`config.mk`:
```
export PLATFORM = sky130hd
export DESIGN_NAME = alu_cmd_sequencer
export DESIGN_NICKNAME = d
export VERILOG_FILES = /design/src/rtl/alu_cmd_sequencer.sv
export SDC_FILE = /design/constraint.sdc
export NUM_CORES = 1
export LEC_CHECK = 0
export ABC_AREA = 0
export CAP_MARGIN = 25
export CORE_ASPECT_RATIO = 1.75
export CORE_MARGIN = 2
export CORE_UTILIZATION = 57
export DETAILED_ROUTE_END_ITERATION = 7
export GPL_TIMING_DRIVEN = 0
export PLACE_DENSITY = 0.83
export SKIP_LAST_GASP = 1
export SYNTH_ARGS = -nofsm -noshare
export SYNTH_HDL_FRONTEND = slang
export SYNTH_SLANG_ARGS = --single-unit
```
`constraint.sdc`:
```
create_clock -name clk -period 6.37 [get_ports clk]
set_input_delay 0.637 -clock clk [delete_from_list [all_inputs] [get_ports clk]]
set_output_delay 0.637 -clock clk [all_outputs]
set_load 0.03 [all_outputs]
```
`src/rtl/alu_cmd_sequencer.sv`:
```
// alu_cmd_sequencer
//
// Purpose: buffers ALU commands in a small FIFO, issues them one at a time
// to a registered 4-bit ALU, captures each result and hands it downstream.
// Results leave in command order; op 00 commands are silently dropped.
//
// Ports:
//   clk, rst                 clock (rising edge), asynchronous active-high reset
//   cmd_valid/cmd_ready      command handshake (ready while FIFO not full)
//   cmd_x, cmd_y, cmd_op     operands and opcode (00 drop, 01 add, 10 sub, 11 nop)
//   input_x, input_y         registered operands to the ALU
//   control_signal           registered opcode to the ALU (00 when idle)
//   output_result            ALU result, one cycle after the pins are driven
//   res_valid/res_ready      result handshake
//   res_data                 captured ALU result
//   fifo_count               number of queued commands
//   ops_done                 (only with ALU_SEQ_STATS_EN) 8-bit wrapping count
//                            of completed result handshakes
//
// Optional feature macro: ALU_SEQ_STATS_EN
module alu_cmd_sequencer #(
  parameter int WIDTH = 4,
  parameter int DEPTH = 4
) (
  input  logic                   clk,
  input  logic                   rst,
  input  logic                   cmd_valid,
  output logic                   cmd_ready,
  input  logic [WIDTH-1:0]       cmd_x,
  input  logic [WIDTH-1:0]       cmd_y,
  input  logic [1:0]             cmd_op,
  output logic [WIDTH-1:0]       input_x,
  output logic [WIDTH-1:0]       input_y,
  output logic [1:0]             control_signal,
  input  logic [WIDTH-1:0]       output_result,
  output logic                   res_valid,
  input  logic                   res_ready,
  output logic [WIDTH-1:0]       res_data,
  output logic [$clog2(DEPTH):0] fifo_count
`ifdef ALU_SEQ_STATS_EN
  ,
  output logic [7:0]             ops_done
`endif
);

  localparam int PW = $clog2(DEPTH);
  localparam int CW = PW + 1;
  localparam int EW = 2 * WIDTH + 2;
  localparam logic [CW-1:0] DEPTH_C = CW'(DEPTH);

  typedef enum logic [1:0] {
    S_IDLE,
    S_ISSUE,
    S_CAPTURE,
    S_HOLD
  } state_t;

  // ---------------------------------------------------------------------
  // Command FIFO
  // ---------------------------------------------------------------------
  logic [EW-1:0]    fifo_mem [DEPTH];
  logic [PW-1:0]    wr_ptr_reg;
  logic [PW-1:0]    rd_ptr_reg;
  logic [CW-1:0]    count_reg;
  logic             push;
  logic             pop;
  logic             fifo_empty;
  logic [WIDTH-1:0] head_x;
  logic [WIDTH-1:0] head_y;
  logic [1:0]       head_op;

  // Ready is a pure function of the registered count: no look-ahead at a
  // same-cycle pop, so a full FIFO stays not-ready even while popping.
  assign cmd_ready  = (count_reg < DEPTH_C);
  assign fifo_empty = (count_reg == '0);
  assign push       = cmd_valid && cmd_ready;
  assign fifo_count = count_reg;

  // The head entry is read combinationally so the FSM can act on a pop in
  // the same cycle it is decided (needed for the one-cycle IDLE->ISSUE hop).
  assign {head_op, head_y, head_x} = fifo_mem[rd_ptr_reg];

  // Storage needs no reset: entries are only read when count_reg says valid.
  always_ff @(posedge clk) begin
    if (push) begin
      fifo_mem[wr_ptr_reg] <= {cmd_op, cmd_y, cmd_x};
    end
  end

  // Pointers are PW bits wide, so DEPTH being a power of two gives the
  // modulo-DEPTH wrap for free.
  always_ff @(posedge clk or posedge rst) begin
    if (rst) begin
      wr_ptr_reg <= '0;
      rd_ptr_reg <= '0;
      count_reg  <= '0;
    end else begin
      if (push) wr_ptr_reg <= wr_ptr_reg + PW'(1);
      if (pop)  rd_ptr_reg <= rd_ptr_reg + PW'(1);
      case ({push, pop})
        2'b10:   count_reg <= count_reg + CW'(1);
        2'b01:   count_reg <= count_reg - CW'(1);
        default: count_reg <= count_reg;
      endcase
    end
  end

  // ---------------------------------------------------------------------
  // Issue / capture FSM
  // ---------------------------------------------------------------------
  state_t           state_reg, state_next;
  logic [WIDTH-1:0] x_reg, x_next;
  logic [WIDTH-1:0] y_reg, y_next;
  logic [1:0]       ctrl_reg, ctrl_next;
  logic             res_valid_reg, res_valid_next;
  logic [WIDTH-1:0] res_data_reg, res_data_next;

  assign input_x        = x_reg;
  assign input_y        = y_reg;
  assign control_signal = ctrl_reg;
  assign res_valid      = res_valid_reg;
  assign res_data       = res_data_reg;

  always_ff @(posedge clk or posedge rst) begin
    if (rst) begin
      state_reg     <= S_IDLE;
      x_reg         <= '0;
      y_reg         <= '0;
      ctrl_reg      <= 2'b00;
      res_valid_reg <= 1'b0;
      res_data_reg  <= '0;
    end else begin
      state_reg     <= state_next;
      x_reg         <= x_next;
      y_reg         <= y_next;
      ctrl_reg      <= ctrl_next;
      res_valid_reg <= res_valid_next;
      res_data_reg  <= res_data_next;
    end
  end

  always_comb begin
    state_next     = state_reg;
    x_next         = x_reg;
    y_next         = y_reg;
    ctrl_next      = ctrl_reg;
    res_valid_next = res_valid_reg;
    res_data_next  = res_data_reg;
    pop            = 1'b0;

    case (state_reg)
      S_IDLE: begin
        ctrl_next = 2'b00;
        if (!fifo_empty) begin
          pop = 1'b1;
          // Op 00 is consumed here and never reaches the ALU pins.
          if (head_op != 2'b00) begin
            x_next     = head_x;
            y_next     = head_y;
            ctrl_next  = head_op;
            state_next = S_ISSUE;
          end
        end
      end

      // ALU registers its result at the closing edge of this cycle.
      S_ISSUE: begin
        state_next = S_CAPTURE;
      end

      // Pins stay put, so the ALU re-executing here reproduces the result.
      S_CAPTURE: begin
        res_data_next  = output_result;
        res_valid_next = 1'b1;
        ctrl_next      = 2'b00;
        state_next     = S_HOLD;
      end

      S_HOLD: begin
        if (res_ready) begin
          res_valid_next = 1'b0;
          state_next     = S_IDLE;
          // Pop on the handshake edge so back-to-back commands skip IDLE.
          if (!fifo_empty) begin
            pop = 1'b1;
            if (head_op != 2'b00) begin
              x_next     = head_x;
              y_next     = head_y;
              ctrl_next  = head_op;
              state_next = S_ISSUE;
            end
          end
        end
      end

      default: begin
        state_next = S_IDLE;
      end
    endcase
  end

`ifdef ALU_SEQ_STATS_EN
  // Completed result handshakes, wrapping at 8 bits.
  logic [7:0] ops_done_reg;

  assign ops_done = ops_done_reg;

  always_ff @(posedge clk or posedge rst) begin
    if (rst) begin
      ops_done_reg <= 8'd0;
    end else if (res_valid_reg && res_ready) begin
      ops_done_reg <= ops_done_reg + 8'd1;
    end
  end
`endif

endmodule

```
==> results of run 1 <==
[kinds of logic (layout without fill, tap and decap cells)]
logic type               after synthesis  after routing
AO/OA/AOI/OAI                         11             11
XOR/XNOR                               6              6
adder cells (fa/ha/maj)               11             11
buffers and inverters                 17             70
flip-flops                            64             64
multiplexers                          27             27
AND/OR/NAND/NOR                       20             20
[cells in the mapped netlist (all sizes together)]
cell / number
mux4: 10
or3: 1
or3b: 1
o21ai: 4
clkbuf: 2
fa: 1
or4: 1
buf: 2
xnor2: 4
a21oi: 5
nor2b: 2
dfrtp: 24
xor2: 2
mux2: 13
and2: 4
ha: 10
nor2: 4
nor3: 2
nor4bb: 1
edfxtp: 40
o21bai: 1
inv: 13
mux2i: 4
o22ai: 1
nand2: 4
[per-stage QoR]
step	hold slack (ps)	util (%)	area, µm²	setup WS, ps
finish	488.9	72.92	3372	3835
global placement	490.8	67.42	3118	3584
detailed placement	496.9	67.42	3118	3557
CTS	513.6	72.32	3344	3826
floorplan	555.6	-	2693	4176
global route	483.7	72.92	3372	3624
[per-layer routing]
| layer | vias to the layer above | wire, µm | global-route usage (%) |
|---|---|---|---|
| li1 | 669 | - | - |
| met5 | - | 0 | 0 |
| met3 | 11 | 184 | 6.438 |
| met4 | 0 | 118 | 9.524 |
| met2 | 40 | 2863 | 40.77 |
| met1 | 731 | 1841 | 21.39 |
[worst min-delay path by stage]
stage                                  start                       end  slack (ps)  cells after the start
floorplan           state_reg[1]$_DFFE_PP0P_  state_reg[1]$_DFFE_PP0P_         560                      1
global placement     res_data[2]$_DFFE_PP0P_   res_data[2]$_DFFE_PP0P_         490                      1
detailed placement    input_y[0]$_DFFE_PP0P_    input_y[0]$_DFFE_PP0P_         500                      1
CTS                  res_data[2]$_DFFE_PP0P_   res_data[2]$_DFFE_PP0P_         510                      1
global route                             rst    input_y[2]$_DFFE_PP0P_         480                      2
finish                                   rst    input_y[2]$_DFFE_PP0P_         490                      2
[power breakdown]
part | internal [µW] | total [µW] | switching (µW)
Combinational | 415 | 846 | 431
Sequential | 567 | 634 | 66.9
Clock | 224 | 388 | 164
[final cells by class]
type	count	area, µm²
plain buffers	4	26.28
clock buffers	9	123.9
clock inverters	7	102.6
fillers	292	1252
inverters	13	48.80
multi-input cells	75	815.8
flip-flops and latches	64	1802
well taps	52	65.06
repair buffers	37	387.9
[cells in the final DEF (no fill, tap or decap), types with 2 or more instances in the layout]
cell type / Yosys / layout
and2_1: 4 / 4
mux4_2: 9 / 9
nand2_1: 4 / 4
o21ai_0: 4 / 4
ha_1: 10 / 10
mux2_2: 5 / 5
clkbuf_8: 0 / 9
bufinv_16: 0 / 2
inv_6: 0 / 2
nor2_1: 4 / 4
nor3_1: 2 / 2
mux2_4: 8 / 8
edfxtp_1: 40 / 40
dfrtp_1: 24 / 24
a21oi_1: 5 / 5
mux2i_1: 4 / 4
clkdlybuf4s50_1: 0 / 36
inv_1: 13 / 13
xor2_1: 2 / 2
clkinv_4: 0 / 2
nor2b_1: 2 / 2
xnor2_1: 4 / 4
==> summary.md, run 1 <==
| Metric | Value |
|---|---|
| ANT cells | `0` |
| # rows | `33` |
| Vias per inst | `5.559` |
| Vias | `1451` |
| Setup bufs post-CTS | `0` |
| Synth Net Count | `185` |
| Area delta synth->final | `25.23%` |
| IO Count | `37` |
| Synth Area in Compound Gates | `2.184%` |
| Req. time, crit path | `6630 ps` |
| R2R setup slack | `3840 ps` |
| DR pass1 iterations | `4` |
| CORE AREA | `4624 µm²` |
| CTS Root Cell | `clkbuf_8` |
| Slew of the pin with the lowest slew margin | `786.2 ps` |
| Status | `finished, final reports clean` |
| Critical path startpoint | `state_reg[0]$_DFFE_PP0P_` |
| Max reg flops | `40` |
| Initial Utilization | `58.23%` |
| Mux contribution to synthesized area | `16.54%` |
| Cts repair resizes | `0` |
| Buffers & Inverters on Critical Path | `2` |
| Largest Register | `fifo_mem` |
| Clock sink count | `64` |
| Hold Path Class | `in2async` |
| XOR/XNOR Fraction of Synth Area | `1.952%` |
| RR Endpoint | `fifo_count[2]$_DFFE_PP0P_` |
| Power density cells | `553.9 nW/µm²` |
| Max VDD drop | `0.0004170 V` |
| R2R Path Start | `state_reg[0]$_DFFE_PP0P_` |
| WL per Instance | `19.18 µm` |
| Post-route ant nets | `0` |
| CTS tree | `yes` |
| Clock latency on the worst-skew pair | `340 ps` |
| Top cell type's share of synthesized area | `44.61%` |
| CP peak stage delay | `430 ps` |
| Clock tree buffer depth | `2` |
| Slew Viols, Final | `0` |
| Setup Viol. Count Final | `0` |
| Number of global-route vias before repair | `1637` |
| Final GP Congestion | `0.7250` |
| Layout Skew | `12.35 ps` |
| DRC | `0` |
| Period utilisation layout | `39.79%` |
| Peak Freq | `394.5 MHz` |
| CTS Hold Bufs | `0` |
| HPWL after detailed placement | `3.408 mm` |
| Critical-path maximum fanout | `6` |
| Initial DRC Count | `40` |
| Setup_tns | `0 ps` |
| Simple logic cell fraction of the synthesized area | `4.229%` |
| Startpoint types | `register` |
| Total power | `1868 µW` |
| Leakage | `0.001325 µW` |
| Syn avg cell area | `17.26 µm²` |
| Chip width | `55.96 µm` |
| Non-Filler Instances | `261` |
| Kind of cell adding the most delay to the critical path | `adder cells` |
| Cell Chain, Critical Path | `inv_1 > ha_1 > nor3_1 > ha_1 > inv_1 > fa_1 > xor2_1 > nor2_1 > xnor2_1` |
| Min cycle time layout | `2535 ps` |
| Final hold viol count | `0` |
| CTS Buf Count | `9` |
| Critical Path Sink Type | `register` |
| Register bit total from synthesis | `64` |
| Total track usage | `21.55%` |
| Initial antenna violation count | `0` |
| Routed WL | `5.007 mm` |
| Pin count of the biggest net entering global routing | `25` |
| Critical Setup Path Class | `reg2reg` |
| Die Area | `5311 µm²` |
| R2R depth | `9` |
| Die H | `94.92 µm` |
| Overflow after GRT | `0` |
| RSZ-0062 raised after global routing | `false` |
| Top cells by area, synth | `edfxtp_1 (45%), dfrtp_1 (22%), mux4_2 (7.5%)` |
| Yosys cell types | `29` |
| Critical-path top delay cell | `nor3_1` |
| PortBufs | `36` |
| Post-Syn Area | `2693 µm²` |
| Slew headroom | `47.59%` |
| H-tree levels | `3` |
| Post-synth top area cell | `edfxtp_1` |
| Maxcap violations | `0` |
| Count of warnings emitted by yosys | `0` |
| Synth Area in Adders | `5.390%` |
| Layout cells sized above 1 | `20.57%` |
| Cells after synthesis | `156` |
| Sequential area share after synthesis | `66.91%` |
| Largest family of logic cells by synthesized area | `multiplexers` |
| Placed Cells incl. Taps | `244` |
| CP Depth | `9` |
| Worst-path clk slew | `80 ps` |
| Layout Nets | `233` |
| First-pass GRT wire length | `8.066 mm` |
| Worst Setup EP | `fifo_count[2]$_DFFE_PP0P_` |
| Critical path data arrival time | `2800 ps` |
No activity file was read; power rests on OpenSTA's default activity.
==> run 2: changes to the inputs <==
--- a/config.mk
+++ b/config.mk
@@ -9,10 +9,10 @@
 export CAP_MARGIN = 25
 export CORE_ASPECT_RATIO = 1.75
 export CORE_MARGIN = 2
-export CORE_UTILIZATION = 57
+export CORE_UTILIZATION = 54
 export DETAILED_ROUTE_END_ITERATION = 7
 export GPL_TIMING_DRIVEN = 0
-export PLACE_DENSITY = 0.83
+export PLACE_DENSITY = 0.79
 export SKIP_LAST_GASP = 1
 export SYNTH_ARGS = -nofsm -noshare
 export SYNTH_HDL_FRONTEND = slang
==> constraint.sdc (replaced) <==
create_clock -name clk -period 2.4 [get_ports clk]
set_input_delay 0.24 -clock clk [delete_from_list [all_inputs] [get_ports clk]]
set_output_delay 0.24 -clock clk [all_outputs]
set_load 0.03 [all_outputs]
==> run 2 against run 1 <==
Global-route usage shrank 3.1 points. Sequential share of layout area is 0.64 points higher. Final area decreased by 1.2%. Largest power group unchanged. First-iteration DRC count increased by 110%.
==> summary.md, run 2 (synthesized netlist as in run 1, its figures left out) <==
| Metric | Value |
|---|---|
| Maxcap violations | `0 (unchanged)` |
| Final GP Congestion | `0.9045 (+25%)` |
| Vias | `1419 (-2.2%)` |
| Leading cell types in the layout, fill and taps excluded | `edfxtp_1 (40), clkdlybuf4s50_1 (36), dfrtp_1 (24)` |
| Non-Filler Instances | `262 (+0.38%)` |
| Min cycle time layout | `2292 ps (-242.3 ps)` |
| Final Util | `68.11% (-4.8 points)` |
| Layout Skew | `10.59 ps (-1.760 ps)` |
| Slew headroom | `40.09% (-7.5 points)` |
| CTS tree | `yes` |
| Pin count of the biggest net entering global routing | `25 (unchanged)` |
| Startpoint types | `register` |
| Die Area | `5589 µm² (+5.2%)` |
| Critical-path top delay cell | `dfrtp_1` |
| Overflow after GRT | `0 (unchanged)` |
| Initial Utilization | `55.04% (-3.2 points)` |
| Clock latency on the worst-skew pair | `340 ps (about the same)` |
| Fillers | `336 (+15%)` |
| H-tree levels | `3 (unchanged)` |
| Initial antenna violation count | `0 (unchanged)` |
| CORE AREA | `4892 µm² (+5.8%)` |
| # rows | `34 (+3.0%)` |
| Status | `finished, final reports clean` |
| Number of global-route vias before repair | `1579 (-3.5%)` |
| Clock tree buffer depth | `2 (unchanged)` |
| HPWL after detailed placement | `3.194 mm (-6.3%)` |
| Hold Path Class | `in2async` |
| Leakage | `0.001293 µW (-2.4%)` |
| First-pass GRT wire length | `7.479 mm (-7.3%)` |
| Critical Setup Path Class | `reg2reg` |
| Vias per inst | `5.416 (-2.6%)` |
| Largest Register | `fifo_mem` |
| Die H | `97.41 µm (+2.6%)` |
| CTS Buf Count | `9 (unchanged)` |
| Area delta synth->final | `23.75%` |
| Critical Path Sink Type | `register` |
| Period utilisation layout | `95.52% (+56 points)` |
| Most common cell after layout, fill and taps aside | `edfxtp_1` |
| Worst-path clk slew | `70 ps (about the same)` |
| Initial DRC Count | `83 (+110%)` |
| WL per Instance | `16.85 µm (-12%)` |
| Slew Viols, Final | `0 (unchanged)` |
| Slew of the pin with the lowest slew margin | `897.6 ps (+111.5 ps)` |
| Placed Cells incl. Taps | `246 (+0.82%)` |
| PortBufs | `36 (unchanged)` |
| Req. time, crit path | `2670 ps (-3960 ps)` |
| Power density cells | `1442 nW/µm² (+160%)` |
| Layout Nets | `232 (-0.43%)` |
| Clock sink count | `64 (unchanged)` |
| Post-route ant nets | `0 (unchanged)` |
| Setup bufs post-CTS | `0 (unchanged)` |
| Peak Freq | `436.2 MHz (+11%)` |
| Setup Viol. Count Final | `0 (unchanged)` |
| Final hold viol count | `0 (unchanged)` |
| CTS Root Cell | `clkbuf_8` |
| Total track usage | `18.49% (-3.1 points)` |
| Cell Chain, Critical Path | `inv_1 > ha_2 > a21oi_1 > nor3_4 > ha_2 > inv_1 > fa_1 > xor2_1 > nor2_1 > xnor2_1` |
| ANT cells | `0 (unchanged)` |
| IO Count | `37 (unchanged)` |
| Max reg flops | `40 (unchanged)` |
| CP peak stage delay | `430 ps (about the same)` |
| Critical path data arrival time | `2560 ps (-240 ps)` |
| Max VDD drop | `0.0009350 V (+120%)` |
| Routed WL | `4.415 mm (-12%)` |
| Chip width | `57.38 µm (+2.5%)` |
| DR pass1 iterations | `4 (unchanged)` |
| Layout cells sized above 1 | `21.63% (+1.1 points)` |
| Setup_tns | `0 ps (unchanged)` |
| Critical-path maximum fanout | `5 (-1)` |
| R2R setup slack | `110 ps (-3730 ps)` |
| DRC | `0 (unchanged)` |
run 2: critical path, delay by kind of cell, from the launching register on:
kind,cells,cell delay [ps]
xor+xnor,2,280
simple gates,2,400
compound gates,1,80
flops,1,430
buf+inv,2,180
fa+ha+maj,3,850
run 2: cell type report:
cell class | instances | area, µm² | area share [%]
sequential | 64 | 1802 | 54.07
multi-input combinational | 75 | 832.0 | 24.97
timing repair buffer | 36 | 360.3 | 10.81
clock buffer | 9 | 123.9 | 3.718
clock inverter | 7 | 71.32 | 2.140
tap | 54 | 67.56 | 2.028
inverter | 13 | 48.80 | 1.465
buffer | 4 | 26.28 | 0.7886
run 2: power breakdown:
group	internal [µW]	switching, µW	total (µW)
sequential	1500	172	1680
clock	478	408	886
combinational	1120	1120	2240
run 2: routing by layer:
layer / wire (µm) / global-route usage [%]
met3: 167 / 5.859
met4: 123 / 9.660
met2: 2472 / 30.68
met5: 0 / 0
met1: 1653 / 20.66
run 2: per-stage QoR:
step	power, µW	hold slack, ps	area, µm²	setup slack, ps
floorplan	3254	254.6	2693	205.5
global placement	3798	490.5	3120	13.81
detailed placement	3910	496.9	3120	-95.78
CTS	4824	419.7	3321	34.57
global route	5111	478.6	3332	-10.03
finish	4806	397.0	3332	107.6
run 2: what timing repair did:
action / in CTS / in global routing
endpoints found under the setup margin: 1 / 1
resized for setup: 1 / 4
hold buffers: 0 / 0
pin swaps: 0 / 1
run 2: final timing paths:
check | from | end | cells past startpoint
setup / recovery | state_reg[1]$_DFFE_PP0P_ | fifo_count[2]$_DFFE_PP0P_ | 10
hold / removal | rst | res_data[1]$_DFFE_PP0P_ | 2
setup reg to reg | state_reg[1]$_DFFE_PP0P_ | fifo_count[2]$_DFFE_PP0P_ | 10
hold reg to reg | res_data[1]$_DFFE_PP0P_ | res_data[1]$_DFFE_PP0P_ | 1
max in group asynchronous | rst | input_x[0]$_DFFE_PP0P_ | 2
min in group clk | res_data[1]$_DFFE_PP0P_ | res_data[1]$_DFFE_PP0P_ | 1
==> run 3: changes to the inputs <==
--- a/config.mk
+++ b/config.mk
@@ -9,11 +9,11 @@
 export CAP_MARGIN = 25
 export CORE_ASPECT_RATIO = 1.75
 export CORE_MARGIN = 2
-export CORE_UTILIZATION = 54
+export CORE_UTILIZATION = 35
 export DETAILED_ROUTE_END_ITERATION = 7
 export GPL_TIMING_DRIVEN = 0
-export PLACE_DENSITY = 0.79
 export SKIP_LAST_GASP = 1
+export SLEW_MARGIN = 20
 export SYNTH_ARGS = -nofsm -noshare
 export SYNTH_HDL_FRONTEND = slang
 export SYNTH_SLANG_ARGS = --single-unit
==> run 3 against run 2 <==
Non-clock buffer count increased by 1. Sequential cell count stayed put. Final area up 4.5%. Worst setup slack gained 67 ps. Sequential power is essentially flat. Die area up 51%. Combinational power hardly changed. Maximum frequency increased by 3.0%.
==> summary.md, run 3 (synthesized netlist as in run 1, its figures left out) <==
| Metric | Value |
|---|---|
| Slew of the pin with the lowest slew margin | `819.0 ps (-78.58 ps)` |
| Vias per inst | `4.784 (-12%)` |
| DR pass1 iterations | `4 (unchanged)` |
| Critical Setup Path Class | `reg2reg` |
| Uppermost routed layer | `met4` |
| Fillers | `659 (+96%)` |
| Layout cells sized above 1 | `21.15% (-0.48 points)` |
| R2R depth | `10 (unchanged)` |
| FF+latch area | `1802 µm² (unchanged)` |
| Req. time, crit path | `2640 ps (-30 ps)` |
| Post-route ant nets | `0 (unchanged)` |
| Clock tree buffer depth | `2 (unchanged)` |
| First-pass GRT wire length | `7.348 mm (-1.8%)` |
| Max VDD drop | `0.0004022 V (-57%)` |
| R2R setup slack | `170 ps (+70 ps)` |
| Final GP Congestion | `0.7380 (-18%)` |
| R2R Path Start | `state_reg[0]$_DFFE_PP0P_` |
| Clock sink count | `64 (unchanged)` |
| Cell Chain, Critical Path | `inv_2 > ha_2 > a21oi_1 > nor3_4 > ha_1 > inv_1 > fa_1 > xor2_1 > nor2_1 > xnor2_1` |
| Number of global-route vias before repair | `1463 (-7.3%)` |
| IO Count | `37 (unchanged)` |
| Leading cell types in the layout, fill and taps excluded | `edfxtp_1 (40), clkdlybuf4s50_1 (36), dfrtp_1 (24)` |
| Most common cell after layout, fill and taps aside | `edfxtp_1` |
| Initial antenna violation count | `0 (unchanged)` |
| Power density cells | `1476 nW/µm² (+2.3%)` |
| Period utilisation layout | `92.72% (-2.8 points)` |
| Chip width | `70.30 µm (+23%)` |
| Placed Cells incl. Taps | `280 (+14%)` |
| RR Endpoint | `fifo_count[2]$_DFFE_PP0P_` |
| Largest Register | `fifo_mem` |
| CTS Hold Bufs | `0 (unchanged)` |
| Vias | `1416 (-0.21%)` |
| CTS tree | `yes` |
| Kind of cell adding the most delay to the critical path | `adder cells` |
| Clock latency on the worst-skew pair | `320 ps (-20 ps)` |
| CTS Buf Count | `9 (unchanged)` |
| Maxcap violations | `0 (unchanged)` |
| Pin count of the biggest net entering global routing | `25 (unchanged)` |
| Die Area | `8438 µm² (+51%)` |
| HPWL after detailed placement | `3.180 mm (-0.45%)` |
| Wl on met1 | `1.769 mm (+7.0%)` |
| CTS Root Cell | `clkbuf_16` |
| # rows | `42 (+24%)` |
| H-tree levels | `3 (unchanged)` |
| RSZ-0062 raised after global routing | `false` |
| Critical-path maximum fanout | `6 (+1)` |
| Routed WL | `4.664 mm (+5.6%)` |
| Setup Viol. Count Final | `0 (unchanged)` |
| Final hold viol count | `0 (unchanged)` |
| Initial DRC Count | `53 (-36%)` |
| WL per Instance | `15.76 µm (-6.5%)` |
| Max reg flops | `40 (unchanged)` |
| CP peak stage delay | `420 ps (about the same)` |
| ANT cells | `0 (unchanged)` |
| Slew headroom | `45.40% (+5.3 points)` |
| Layout Skew | `5.084 ps (-5.503 ps)` |
| DRC | `0 (unchanged)` |
| Peak Freq | `449.4 MHz (+3.0%)` |
| Status | `finished, final reports clean` |
| Slew Viols, Final | `0 (unchanged)` |
| Overflow after GRT | `0 (unchanged)` |
| Critical-path top delay cell | `dfrtp_1` |
| Critical path data arrival time | `2470 ps (-90 ps)` |
| Area of the multi-input gates | `832.0 µm² (unchanged)` |
| PortBufs | `36 (unchanged)` |
| Buffers & Inverters on Critical Path | `2 (unchanged)` |
| Startpoint types | `register` |
| Setup bufs post-CTS | `0 (unchanged)` |
| Total track usage | `12.21% (-6.3 points)` |
| Area delta synth->final | `29.37%` |
| Non-Filler Instances | `296 (+13%)` |
| Die H | `120.0 µm (+23%)` |
| CORE AREA | `7515 µm² (+54%)` |
| Initial Utilization | `35.83% (-19 points)` |
| Met2 wire len | `2.655 mm (+7.4%)` |
| Hold_ws | `186.2 ps (-210.8 ps)` |
| Hold Path Class | `in2async` |
| Routed wl met3 | `162 µm (-3.0%)` |
| Layout Nets | `233 (+0.43%)` |
| Critical Path Sink Type | `register` |
| Min cycle time layout | `2225 ps (-67.21 ps)` |
| Worst-path clk slew | `50 ps (-20 ps)` |
| Leakage | `0.001342 µW (+3.8%)` |
[run 3: area by class of cell]
type                    instances  share of cell area (%)
multi-input cells              75                   23.89
clock inverters                 3                   1.221
repair buffers                 37                   10.78
clock buffers                  12                   7.076
plain buffers                   4                  0.7543
inverters                      13                   1.401
flip-flops and latches         64                   51.72
well taps                      88                   3.161
[run 3: layer usage]
layer | up-vias | global-route usage, %
met1 | 707 | 12.08
li1 | 671 | -
met2 | 34 | 21.88
met4 | 0 | 7.212
met5 | - | 0
met3 | 4 | 3.694
[run 3: worst max path at each step]
stage	slack (ps)	end	cells after the start	from
final	170	fifo_count[2]$_DFFE_PP0P_	10	state_reg[0]$_DFFE_PP0P_
after global routing	9	fifo_count[2]$_DFFE_PP0P_	10	state_reg[1]$_DFFE_PP0P_
after CTS	40	fifo_count[2]$_DFFE_PP0P_	9	state_reg[0]$_DFFE_PP0P_
after detailed placement	-80	fifo_count[2]$_DFFE_PP0P_	9	state_reg[0]$_DFFE_PP0P_
after global placement	-90	fifo_count[2]$_DFFE_PP0P_	9	state_reg[0]$_DFFE_PP0P_
after floorplan	210	fifo_count[2]$_DFFE_PP0P_	9	state_reg[0]$_DFFE_PP0P_
[run 3: power by group]
part	total, µW	switching (µW)	internal [µW]
logic	2220	1110	1110
registers	1670	163	1510
clock network	1240	421	823
[run 3: stage by stage]
stage / power [µW] / area [µm²] / worst slack [ps] / setup TNS (ps) / utilization [%]
after CTS: 5188 / 3457 / 40.79 / 0 / 46.00
final: 5140 / 3483 / 174.8 / 0 / 46.35
after floorplan: 3254 / 2693 / 205.5 / 0 / -
after global routing: 5442 / 3483 / 8.739 / 0 / 46.35
after global placement: 3868 / 3163 / -89.74 / -89.74 / 42.09
after detailed placement: 3911 / 3163 / -76.08 / -76.08 / 42.09
[run 3: what timing repair did]
item,CTS,global route
resized for setup,1,4
setup endpoints to repair,1,1
pin swaps,0,1
